==> config.mk <==
export PLATFORM = sky130hd
export DESIGN_NAME = pq_req_arb
export DESIGN_NICKNAME = d
export VERILOG_FILES = /design/src/rtl/pq_req_arb.sv
export SDC_FILE = /design/constraint.sdc
export NUM_CORES = 1
export LEC_CHECK = 0
export ABC_CLOCK_PERIOD_IN_PS = 3850
export CAP_MARGIN = 20
export CORE_MARGIN = 2
export CORE_UTILIZATION = 42
export DETAILED_ROUTE_END_ITERATION = 12
export GPL_TIMING_DRIVEN = 0
export PLACE_DENSITY = 0.88
export SETUP_SLACK_MARGIN = 0.5
export SYNTH_ARGS = -nofsm -noshare
export SYNTH_HDL_FRONTEND = slang
export SYNTH_SLANG_ARGS = --single-unit
==> constraint.sdc <==
create_clock -name clk_i -period 3.85 [get_ports clk_i]
set_clock_uncertainty 0.15 [all_clocks]
set_input_delay 0.385 -clock clk_i [delete_from_list [all_inputs] [get_ports clk_i]]
set_output_delay 0.385 -clock clk_i [all_outputs]
set_load 0.01 [all_outputs]
==> src/rtl/pq_req_arb.sv <==
// pq_req_arb -- shares one hardware priority queue between N_REQ requesters.
//
// Requests are serialized through a four-state FSM (IDLE, ISSUE, WAIT, DONE).
// A granted request is checked against the queue's full/empty flags, turned
// into a single-cycle enq/deq strobe, held until the queue drops busy, and
// answered with a one-cycle one-hot acknowledge (plus err and the head value).
//
// Build option:
//   PQ_ARB_FIXED_PRIO_EN  defined   -> fixed priority, lowest index wins.
//                         undefined -> round-robin starting at requester 0.
//
// Ports:
//   clk_i, rst_i   clock, asynchronous active-high reset
//   req_i          per-requester request, held until its ack
//   op_i           per-requester opcode: 01 ENQ, 10 DEQ, 11 REPLACE, 00 illegal
//   kvi_i          per-requester key/value, sampled at grant
//   ack_o          one-hot completion pulse
//   err_o          with ack: request rejected, no queue operation performed
//   kvo_o          head value captured by the last DEQ/REPLACE
//   arb_busy_o     FSM not idle
//   pq_enq_o, pq_deq_o, pq_kvi_o          drive the queue
//   pq_kvo_i, pq_busy_i, pq_full_i, pq_empty_i   queue head and status
module pq_req_arb #(
    parameter int N_REQ = 4,
    parameter int KVW   = 16
) (
    input  logic                      clk_i,
    input  logic                      rst_i,
    input  logic [N_REQ-1:0]          req_i,
    input  logic [N_REQ-1:0][1:0]     op_i,
    input  logic [N_REQ-1:0][KVW-1:0] kvi_i,
    output logic [N_REQ-1:0]          ack_o,
    output logic                      err_o,
    output logic [KVW-1:0]            kvo_o,
    output logic                      arb_busy_o,
    output logic                      pq_enq_o,
    output logic                      pq_deq_o,
    output logic [KVW-1:0]            pq_kvi_o,
    input  logic [KVW-1:0]            pq_kvo_i,
    input  logic                      pq_busy_i,
    input  logic                      pq_full_i,
    input  logic                      pq_empty_i
);

    localparam int IW = (N_REQ > 1) ? $clog2(N_REQ) : 1;
    localparam logic [1:0] OP_ENQ = 2'b01;
    localparam logic [1:0] OP_DEQ = 2'b10;
    localparam logic [1:0] OP_RPL = 2'b11;

    typedef enum logic [1:0] {S_IDLE, S_ISSUE, S_WAIT, S_DONE} state_t;

    state_t         state_q;
    logic [IW-1:0]  gnt_q;
    logic [IW-1:0]  gnt_d;
    logic [1:0]     op_q;
    logic [KVW-1:0] kvi_q;
    logic [KVW-1:0] kvo_q;
    logic           err_q;
    logic           found;
    logic           grant;
    logic           legal;
    logic [IW-1:0]  cand;
    int             pick_idx;
`ifndef PQ_ARB_FIXED_PRIO_EN
    logic [IW-1:0]  ptr_q;
    logic [IW-1:0]  ptr_d;
`endif

    // Winner search: first asserted request scanning upward from the start
    // index, wrapping at N_REQ.
    always_comb begin
        found    = 1'b0;
        gnt_d    = '0;
        pick_idx = 0;
        cand     = '0;
        for (int k = 0; k < N_REQ; k++) begin
`ifdef PQ_ARB_FIXED_PRIO_EN
            pick_idx = k;
`else
            pick_idx = int'(ptr_q) + k;
            if (pick_idx >= N_REQ) pick_idx = pick_idx - N_REQ;
`endif
            cand = IW'(pick_idx);
            if (!found && req_i[cand]) begin
                found = 1'b1;
                gnt_d = cand;
            end
        end
    end

`ifndef PQ_ARB_FIXED_PRIO_EN
    assign ptr_d = (gnt_d == IW'(N_REQ - 1)) ? '0 : gnt_d + IW'(1);
`endif

    assign grant = (state_q == S_IDLE) && found && !pq_busy_i;

    // Legality uses the queue flags as seen in the ISSUE cycle itself.
    // REPLACE leaves the count unchanged, so only an empty queue rejects it.
    always_comb begin
        legal = 1'b0;
        case (op_q)
            OP_ENQ:         legal = !pq_full_i;
            OP_DEQ, OP_RPL: legal = !pq_empty_i;
            default:        legal = 1'b0;
        endcase
    end

    // Strobes and pq_kvi exist only in the ISSUE cycle of a legal request.
    assign pq_enq_o   = (state_q == S_ISSUE) && legal && op_q[0];
    assign pq_deq_o   = (state_q == S_ISSUE) && legal && op_q[1];
    assign pq_kvi_o   = ((state_q == S_ISSUE) && legal) ? kvi_q : '0;
    assign arb_busy_o = (state_q != S_IDLE);
    assign err_o      = (state_q == S_DONE) && err_q;
    assign kvo_o      = kvo_q;

    always_comb begin
        ack_o = '0;
        if (state_q == S_DONE) ack_o[gnt_q] = 1'b1;
    end

    always_ff @(posedge clk_i or posedge rst_i) begin
        if (rst_i) begin
            state_q <= S_IDLE;
            gnt_q   <= '0;
            op_q    <= 2'b00;
            err_q   <= 1'b0;
            kvo_q   <= '0;
`ifndef PQ_ARB_FIXED_PRIO_EN
            ptr_q   <= '0;
`endif
        end else begin
            case (state_q)
                // Grant: latch winner and its opcode
                S_IDLE: begin
                    if (grant) begin
                        gnt_q   <= gnt_d;
                        op_q    <= op_i[gnt_d];
                        err_q   <= 1'b0;
`ifndef PQ_ARB_FIXED_PRIO_EN
                        ptr_q   <= ptr_d;
`endif
                        state_q <= S_ISSUE;
                    end
                end
                // Issue: strobe the queue or reject; head captured before removal
                S_ISSUE: begin
                    if (legal) begin
                        if (op_q[1]) kvo_q <= pq_kvo_i;
                        state_q <= S_WAIT;
                    end else begin
                        err_q   <= 1'b1;
                        state_q <= S_DONE;
                    end
                end
                // Wait: at least one cycle, until the queue is idle
                S_WAIT: begin
                    if (!pq_busy_i) state_q <= S_DONE;
                end
                // Done: acknowledge for one cycle
                default: begin
                    state_q <= S_IDLE;
                end
            endcase
        end
    end

    // Key/value payload needs no reset: it only reaches pq_kvi in ISSUE.
    always_ff @(posedge clk_i) begin
        if (grant) kvi_q <= kvi_i[gnt_d];
    end

endmodule

==> results of run 1 <==
==> cells by family after synthesis <==
family	Yosys count	share of synthesized area
flip-flops	41	0.460
buffers and inverters	18	0.0448
AO/OA/AOI/OAI	20	0.0677
multiplexers	53	0.221
AND/OR/NAND/NOR	94	0.185
adder cells (fa/ha/maj)	4	0.0208
==> placed cells by master (no fill, tap or decap), drive strengths merged, types with 2 or more instances in the layout <==
cell type and count:
nor2b 2, buf 7, nor2 4, ha 4
o221ai 2, nor3b 2, a21oi 5, nand3 3
dfrtp 25, inv 9, clkbuf 8, o21ai 4
clkinv 2, and2 18, mux2i 52, nand2 58
clkdlybuf4s50 136, edfxtp 16
==> how the worst max path moves through the flow <==
stage / depth (start not counted) / slack [ns] / endpoint / startpoint
floorplan: 6 / 1.95 / kvi_q[0] / state_q[0]
global placement: 7 / 0.71 / pq_kvi_o[5] / pq_full_i
detailed placement: 7 / 0.75 / pq_kvi_o[5] / pq_full_i
CTS: 7 / 0.72 / pq_kvi_o[13] / pq_full_i
global route: 7 / 0.52 / pq_kvi_o[5] / pq_full_i
finish: 7 / 0.78 / pq_kvi_o[13] / pq_full_i
==> per-layer routing <==
layer  global-route usage  up-vias  routed length (um)
met3               0.0633        7                 618
met5                    0        -                   0
met4               0.0603        0                  97
met1                0.210      934                2330
met2                0.352      107                2930
li1                     -     1076                   -
==> critical path, cell delays in order <==
cell,delay [ns]
clkdlybuf4s50_1,0.40
nor3b_1,0.19
nor2_1,0.10
nor2b_1,0.38
clkbuf_1,0.33
and2_1,0.18
clkdlybuf4s50_1,0.56
==> power by group through the flow <==
stage	Combinational (mW)	Sequential, mW	Clock [mW]
6_report	1.09	0.727	0.272
5_1_grt	1.21	0.748	0.292
3_3_place_gp	1.07	0.729	0
4_1_cts	1.10	0.726	0.276
2_1_floorplan	0.604	0.759	0
3_5_place_dp	1.10	0.735	0
==> area by class of cell <==
cell class | instances | area [um2] | area share
Clock buffer | 5 | 68.8 | 0.0175
Buffer | 10 | 77.6 | 0.0197
Inverter | 8 | 30.0 | 0.00762
Tap cell | 72 | 90.1 | 0.0229
Clock inverter | 3 | 16.3 | 0.00413
Multi-Input combinational cell | 171 | 1190 | 0.302
Timing Repair Buffer | 136 | 1360 | 0.346
Sequential cell | 41 | 1110 | 0.281
==> sequential cells by signal, summed over array words and instances (netlist names) <==
| signal | count |
|---|---|
| err_q | 1 |
| gnt_q | 2 |
| op_q | 2 |
| kvi_q | 16 |
| state_q | 2 |
| kvo_o | 16 |
| ptr_q | 2 |
==> cells in the mapped netlist, types with 2 or more instances <==
cell type  number
nor3b_1         2
o21ai_1         3
dfrtp_1        25
inv_1           6
clkbuf_1        3
inv_2           2
nand3_1         2
nor2_1          4
mux2i_1        52
a21oi_1         5
nand2_1        58
and2_1         18
edfxtp_1       16
buf_2           2
nor2b_1         2
ha_1            4
buf_6           3
==> metrics by stage <==
step | area, um2 | std cells
2_1_floorplan | 2400 | 230
3_3_place_gp | 3850 | 438
3_5_place_dp | 3850 | 438
4_1_cts | 3940 | 446
5_1_grt | 3940 | 446
6_report | 3940 | 446
==> impl_results.md, run 1 <==
- Min-delay src: kvo_o[0]
- CTS Root Cell: clkbuf_8
- Core area: 5510 um2
- Clock Latency Late Sink: around 0.28 ns
- Max cap viols: 0
- Initial Util: 0.436
- Pre-CTS WS: ~0.75 ns
- Cells after Synth: 230
- CP required: approximately 3.3 ns
- Worst Path Arrival: between 2 and 3 ns
- Share of cells above drive strength 1: 0.0615
- Initial DRT Pass Iterations: 4
- Synthesized cell area: about 2400 um2
- Largest net degree at the start of global routing: 26
- Final Max Tran Viols: 0
- Top_reg_cell synth: dfrtp_1
- Top post-synthesis cells by area: dfrtp_1, mux2i_1, edfxtp_1
- Sequential share of power: 0.348
- Worst slew pin tran: 0.893 ns
- Worst IR Drop VDD: between 0.2 and 0.25 mV
- Iter 0 DRT Violations: 56
- Yosys top cell area share: 0.260
- Height of the die: roughly 80 um
- Final Hold Fails: 0
- Number of global-route vias before repair: 2115
- Sequential area share after synthesis: 0.460
- RSZ-0062 raised after global routing: false
- TritonCTS Sinks: slightly above 40
- Post-CTS Hold Buffers: 0
- Tot Pwr: 2.09 mW
- Vias per inst: 4.76
- Worst slew margin: 0.404
- Peak Freq: between 0.3 and 0.4 GHz
- Clk slew on worst S/H paths: 0.07 ns
- # nets final: 474
- Leakage: 1.72 nW
- Reg2reg setup slack: about 1.7 ns
- H-tree levels: 2
- Synthesized flop and latch total: 41
- Hold path endpoint: kvo_o[0]
- Final min period: ~3.1 ns
- Drt total wl: between 5 and 6 mm
- Synth cell types: 40
- Num rows: 27
- Fill cells: roughly 420
- P per Cell Area: 530 nW/um2
- Largest area contributor in the netlist: dfrtp_1
- CTS tree: yes
- Asr flop ratio synth: 0.610
- Clock power frac: 0.130
- Int Power: roughly 1.4 mW
- Syn_nets: 331
- Setup violators final: 0
- CTS max path bufs: 2
- Startpoint types: primary input
- N_diodes: 0
- Critical path type: in -> out
- Sw power: 730 uW
- Net Sw Frac: 0.350
- Routed wire per std cell: approximately 13 um
- EDFF count, synth: 16
- Post-CTS resize count: 0
- Die X-Extent: 79.6 um
- Crit-path max FO: 10
- Total Die Area: roughly 6300 um2
- Reg2reg end: kvi_q[8]
- Area Overhead vs Synth: 64.0%
- Final worst-path cycle share: 0.797
- All-Layer GR Usage: 0.193
- Vias: 2124
- First-pass GRT wire length: roughly 9.5 mm
- Placer Congestion: between 0.8 and 0.9
- Hold depth: 2
- Nature of the critical path endpoint: output port
- Final hold slack: 0.324 ns
- Cts bufs inserted: 5
- Final core occ: 0.715
- Detailed placement HPWL: 4.91 mm
- Syn Area/Cell: 10.4 um2
- Reg2Reg Depth: 6
- Drc violations: 0
- Port Buf Inserts: 136
- Routed Antenna Nets: 0
- RR Startpoint: state_q[0]
- Comb power frac: 0.521
- Total gr overflow: 0
- IO Count: roughly 140
- Synth warn: 0
- Status: finished clean
- Post-CTS Setup Inserts: 0
- Antenna violations before repair: 0
- Final setup TNS: 0 ns
- Hold Crit Class: reg -> reg
- Final setup margin: about 0.8 ns
No activity file was read; power rests on OpenSTA's default activity.
==> inputs of run 2 (changes only) <==
Settings changed: ABC_CLOCK_PERIOD_IN_PS 3850 to 2800, CORE_UTILIZATION 42 to 35, PLACE_DENSITY 0.88 to 0.79.
Clock period 3.85 ns to 2.8 ns, I/O delays scaled along.
==> run 2 against run 1 <==
Sequential power increased by 39%. Worst hold slack improved by 0.0047 ns. Routed wire length is 7.1% higher. Count of clock-buffer cells in the layout is 2 higher. Combinational power is 43% higher. Design area up 2.9%. Power grew 44%. Clock power up 65%. First-iteration DRC count decreased by 8.9%. Setup slack got worse by 0.36 ns. Non-clock buffer count grew 2.
==> impl_results.md, run 2 (synthesis results as in run 1) <==
- Total Die Area: approximately 7500 um2
- Worst slew margin: 0.387
- # nets final: 476
- H-tree levels: 2
- Sequential share of power: 0.335
- Height of the die: approximately 87 um
- Max cap viols: 0
- Antenna violations before repair: 0
- Clk slew on worst S/H paths: about 0.080 ns
- IO Count: around 140
- Clock power frac: 0.149
- TritonCTS Sinks: 41
- Startpoint types: primary input
- Comb power frac: 0.516
- Crit-path max FO: 7
- Post-CTS Hold Buffers: 0
- CTS Root Cell: clkbuf_8
- Vias: 2206
- Fin area: just over 4000 um2
- CP required: 2.37 ns
- Leakage: between 1.5 and 2 nW
- Worst IR Drop VDD: between 0.2 and 0.3 mV
- Commonest cells after routing, fill and taps aside: clkdlybuf4s50_1, nand2_1, mux2i_1, dfrtp_1, and2_1
- Final Hold Fails: 0
- Worst Path Arrival: ~2.0 ns
- Commonest non-fill, non-tap cell in the layout: clkdlybuf4s50_1
- CTS max path bufs: 2
- Placer Congestion: approximately 0.71
- First-pass GRT wire length: 10.2 mm
- Peak Freq: about 0.42 GHz
- Routed Antenna Nets: 0
- Fill cells: 581
- Share of cells above drive strength 1: 0.0931
- Reg2reg setup slack: around 0.75 ns
- Iter 0 DRT Violations: between 50 and 60
- Hold Crit Class: reg -> reg
- Detailed placement HPWL: approximately 5 mm
- CTS tree: yes
- Vias per inst: around 4.8
- Largest net degree at the start of global routing: 26
- Worst slew pin tran: between 0.9 and 1 ns
- Nature of the critical path endpoint: output port
- Area Overhead vs Synth: 68.7%
- P per Cell Area: 744 nW/um2
- Net Sw Frac: 0.350
- Cts bufs inserted: 5
- Total gr overflow: 0
- Drc violations: 0
- Int Power: ~2.0 mW
- N_diodes: 0
- Initial Util: 0.358
- Critical path type: in -> out
- Routed wire per std cell: around 14 um
- Final worst-path cycle share: 0.850
- Final core occ: 0.603
- Final min period: 2.38 ns
- Drt total wl: about 6.4 mm
- Sw power: 1.05 mW
- Clock Latency Late Sink: around 0.30 ns
- Final Max Tran Viols: 0
- Core area: between 6000 and 7000 um2
- Number of global-route vias before repair: about 2200
- All-Layer GR Usage: 0.172
- RSZ-0062 raised after global routing: true
- Initial DRT Pass Iterations: 4
- Setup violators final: 0
- Status: finished clean
- Die X-Extent: between 80 and 90 um
- Num rows: 30
- Placed cell areas: 3860 um2
- Port Buf Inserts: roughly 140
run 2: changes by cell type in the layout (fill, tap and decap cells not counted), sizes merged:
cell           change
clkbuf             +2
inv                -1
dlygate4sd2       +10
clkinv             -1
clkdlybuf4s50     -14
dlymetal6s2s       +4
buf                +2
run 2: metal layers:
layer | GRT usage | vias to the layer above | wire (um)
met1 | 0.201 | 1016 | 2470
met2 | 0.296 | 103 | 3170
li1 | - | 1081 | -
met4 | 0.0426 | 0 | 55
met5 | 0 | - | 0
met3 | 0.0648 | 6 | 696
run 2: path summary, 6_finish.rpt:
kind,to,cells after the start,start
setup / recovery,pq_kvi_o[2],7,pq_empty_i
hold / removal,kvo_o[5],2,kvo_o[5]
setup reg to reg,op_q[1],8,state_q[0]
hold reg to reg,kvo_o[5],2,kvo_o[5]
max in group asynchronous,state_q[0],2,rst_i
min in group asynchronous,kvo_o[13],2,rst_i
run 2: layout make-up:
| class | count | area [um2] | area share |
|---|---|---|---|
| sequential | 41 | 1110 | 0.273 |
| clock inverter | 1 | 5.00 | 0.00123 |
| tap | 80 | 100 | 0.0247 |
| inverter | 8 | 37.5 | 0.00926 |
| clock buffer | 7 | 97.6 | 0.0241 |
| timing repair buffer | 138 | 1370 | 0.339 |
| buffer | 10 | 97.6 | 0.0241 |
| multi-input combinational | 171 | 1230 | 0.304 |
run 2: repair_timing:
action / 4_1_cts / 5_1_grt
hold endpoints to repair: 0 / 0
pin swaps: 1 / 0
cloned: 0 / 0
buffers inserted: 2 / 0
endpoints found under the setup margin: 18 / 29
gates resized for setup: 26 / 11
run 2: worst max-delay path, stage by stage:
cell and delay, ns:
clkdlybuf4s50_1 0.46, nor2b_4 0.17, nor2_2 0.08, nor2b_4 0.13, buf_4 0.15, and2_1 0.12
clkdlybuf4s50_1 0.55
run 2: power by group through the flow:
stage | Clock (mW) | Sequential, mW | Combinational (mW)
finish | 0.448 | 1.01 | 1.56
global route | 0.482 | 1.04 | 1.72
CTS | 0.456 | 1.01 | 1.57
detailed placement | 0 | 1.02 | 1.52
global placement | 0 | 1.00 | 1.48
floorplan | 0 | 1.04 | 0.831
run 2: stage by stage:
stage	std cells	setup TNS (ns)	setup slack (ns)	hold slack, ns	power, mW
after floorplan	230	0	0.897	0.157	1.87
after global placement	446	-1.84	-0.202	0.309	2.48
after detailed placement	446	-1.85	-0.194	0.312	2.54
after CTS	456	0	0.393	0.333	3.04
after global routing	456	0	0.302	0.349	3.24
final	456	0	0.421	0.329	3.01
==> inputs of run 3 (changes only) <==
Settings changed: ABC_CLOCK_PERIOD_IN_PS 2800 to 1910.
Clock period 2.8 ns to 1.91 ns, I/O delays scaled along.
==> run 3 against run 2 <==
The flow now finishes with violations (negative setup slack). Power rose by 89%. Clock power rose by 30%. Design area rose by 21%. Critical path depth did not move. Critical endpoint is now pq_kvi_o[14]. Largest power group unchanged. Highest routed layer unchanged.
==> impl_results.md, run 3 (synthesis results as in run 1) <==
- Status: finished, violations left
- Failing checks: negative setup slack
- Final Hold Fails: 0
- P per Cell Area: 1160 nW/um2
- # nets final: 515
- RR Startpoint: state_q[1]
- Final worst-path cycle share: 1.06
- Worst slew pin tran: between 0.5 and 0.6 ns
- Commonest cells after routing, fill and taps aside: clkdlybuf4s50_1, mux2i_1, buf_6, nand2_1, dfrtp_1
- Clk slew on worst S/H paths: 0.09 ns
- Placed cell areas: 4040 um2
- Number of global-route vias before repair: around 2400
- Placed cell count: around 450
- Final core occ: 0.730
- Largest net degree at the start of global routing: 26
- Height of the die: ~87 um
- Die X-Extent: 86.8 um
- Initial Util: 0.358
- Peak Freq: about 0.49 GHz
- Setup violators final: 22
- CTS max path bufs: 2
- Final hold slack: about 0.14 ns
- CTS Root Cell: clkbuf_8
- Reg2reg end: op_q[1]
- Initial DRT Pass Iterations: 4
- Fin cells: between 400 and 500
- Reg2Reg Depth: 9
- RSZ-0062 raised after global routing: true
- Routed wire per std cell: between 15 and 20 um
- Pre-CTS WS: -0.522 ns
- CP required: roughly 1.6 ns
- Final setup TNS: -0.789 ns
- Commonest non-fill, non-tap cell in the layout: clkdlybuf4s50_1
- Num rows: 30
- Vias per inst: between 4 and 5
- N_diodes: 0
- H-tree levels: 2
- Cts bufs inserted: 5
- Startpoint types: flip-flop
- Worst IR Drop VDD: 0.775 mV
- Worst Path Arrival: ~1.7 ns
- Nature of the critical path endpoint: output port
- Antenna violations before repair: 0
- Fill cells: 487
- All-Layer GR Usage: 0.197
- Clock Latency Late Sink: slightly below 0.3 ns
- Final setup margin: -0.111 ns
- Core area: ~6700 um2
- Vias: between 2000 and 2500
- First-pass GRT wire length: around 11 mm
- Total Die Area: about 7500 um2
- Hold Crit Class: in -> async
- Crit-path max FO: 8
- Share of cells above drive strength 1: 0.400
- Placer Congestion: between 0.7 and 0.8
- Final Max Tran Viols: 0
- Routed Antenna Nets: 0
- TritonCTS Sinks: slightly above 40
- Post-CTS Hold Buffers: 0
- Iter 0 DRT Violations: 34
- Drc violations: 0
- Port Buf Inserts: 136
- Detailed placement HPWL: 5.19 mm
- Seq. cell area: ~1100 um2
- Area Overhead vs Synth: 104%
- Area of the multi-input gates: 1520 um2
- Reg2reg setup slack: -0.03 ns
- Critical path type: reg -> out
- Leakage: between 2 and 2.5 nW
- Tot Pwr: approximately 5.7 mW
- Fin area: 4900 um2
- Worst slew margin: 0.629
- Final min period: 2.02 ns
- Max cap viols: 0
- Drt total wl: 7.59 mm
- CTS tree: yes
- IO Count: 137
- Total gr overflow: 0
==> run 3: changes by cell type in the layout (fill, tap and decap cells not counted), sizes merged <==
cell / previous run / this run
clkbuf: 10 / 7
clkdlybuf4s50: 122 / 93
inv: 8 / 9
clkinv: 1 / 4
dlygate4sd2: 10 / 19
buf: 9 / 70
dlymetal6s2s: 4 / 0
clkinvlp: 0 / 1
==> run 3: worst max-delay path by stage <==
stage | startpoint | to | slack, ns | cells after the start
finish | op_q[1] | pq_kvi_o[14] | -0.11 | 7
global route | op_q[1] | pq_kvi_o[6] | -0.20 | 7
CTS | op_q[1] | pq_kvi_o[14] | -0.13 | 7
detailed placement | pq_empty_i | pq_kvi_o[14] | -0.52 | 7
global placement | pq_empty_i | pq_kvi_o[14] | -0.46 | 7
floorplan | ptr_q[1] | kvi_q[14] | 0.14 | 7
==> run 3: routing by layer <==
metal  global-route usage  vias up  wire length [um]
met1                0.233     1111              2990
met2                0.359       78              4080
met3               0.0333        9               421
met4               0.0653        0                96
li1                     -     1164                 -
met5                    0        -                 0
==> run 3: worst max-delay path, stage by stage (launching register included) <==
cell and delay, ns:
dfrtp_1 0.42, nor3b_2 0.27, nor2_4 0.06, nor2b_4 0.16, buf_8 0.14, buf_6 0.10, and2_4 0.13, buf_6 0.10
==> run 3: cell type report <==
| class | instances | share of cell area |
|---|---|---|
| Buffer | 10 | 0.0390 |
| Clock inverter | 3 | 0.00459 |
| Timing Repair inverter | 3 | 0.00893 |
| Sequential cell | 41 | 0.226 |
| Multi-Input combinational cell | 171 | 0.309 |
| Inverter | 8 | 0.0107 |
| Clock buffer | 5 | 0.0140 |
| Timing Repair Buffer | 174 | 0.367 |
| Tap cell | 80 | 0.0204 |
==> run 3: timing repair <==
action,in CTS,in global routing
endpoints found under the setup margin,91,83
gates cloned,4,2
pin swaps,19,9
setup buffers,28,7
resized for setup,198,43
==> run 3: power breakdown <==
| part | total, mW | switching [mW] | internal [mW] |
|---|---|---|---|
| logic | 3.60 | 1.51 | 2.10 |
| registers | 1.52 | 0.227 | 1.29 |
| clock network | 0.584 | 0.325 | 0.260 |
| total | 5.71 | 2.06 | 3.65 |
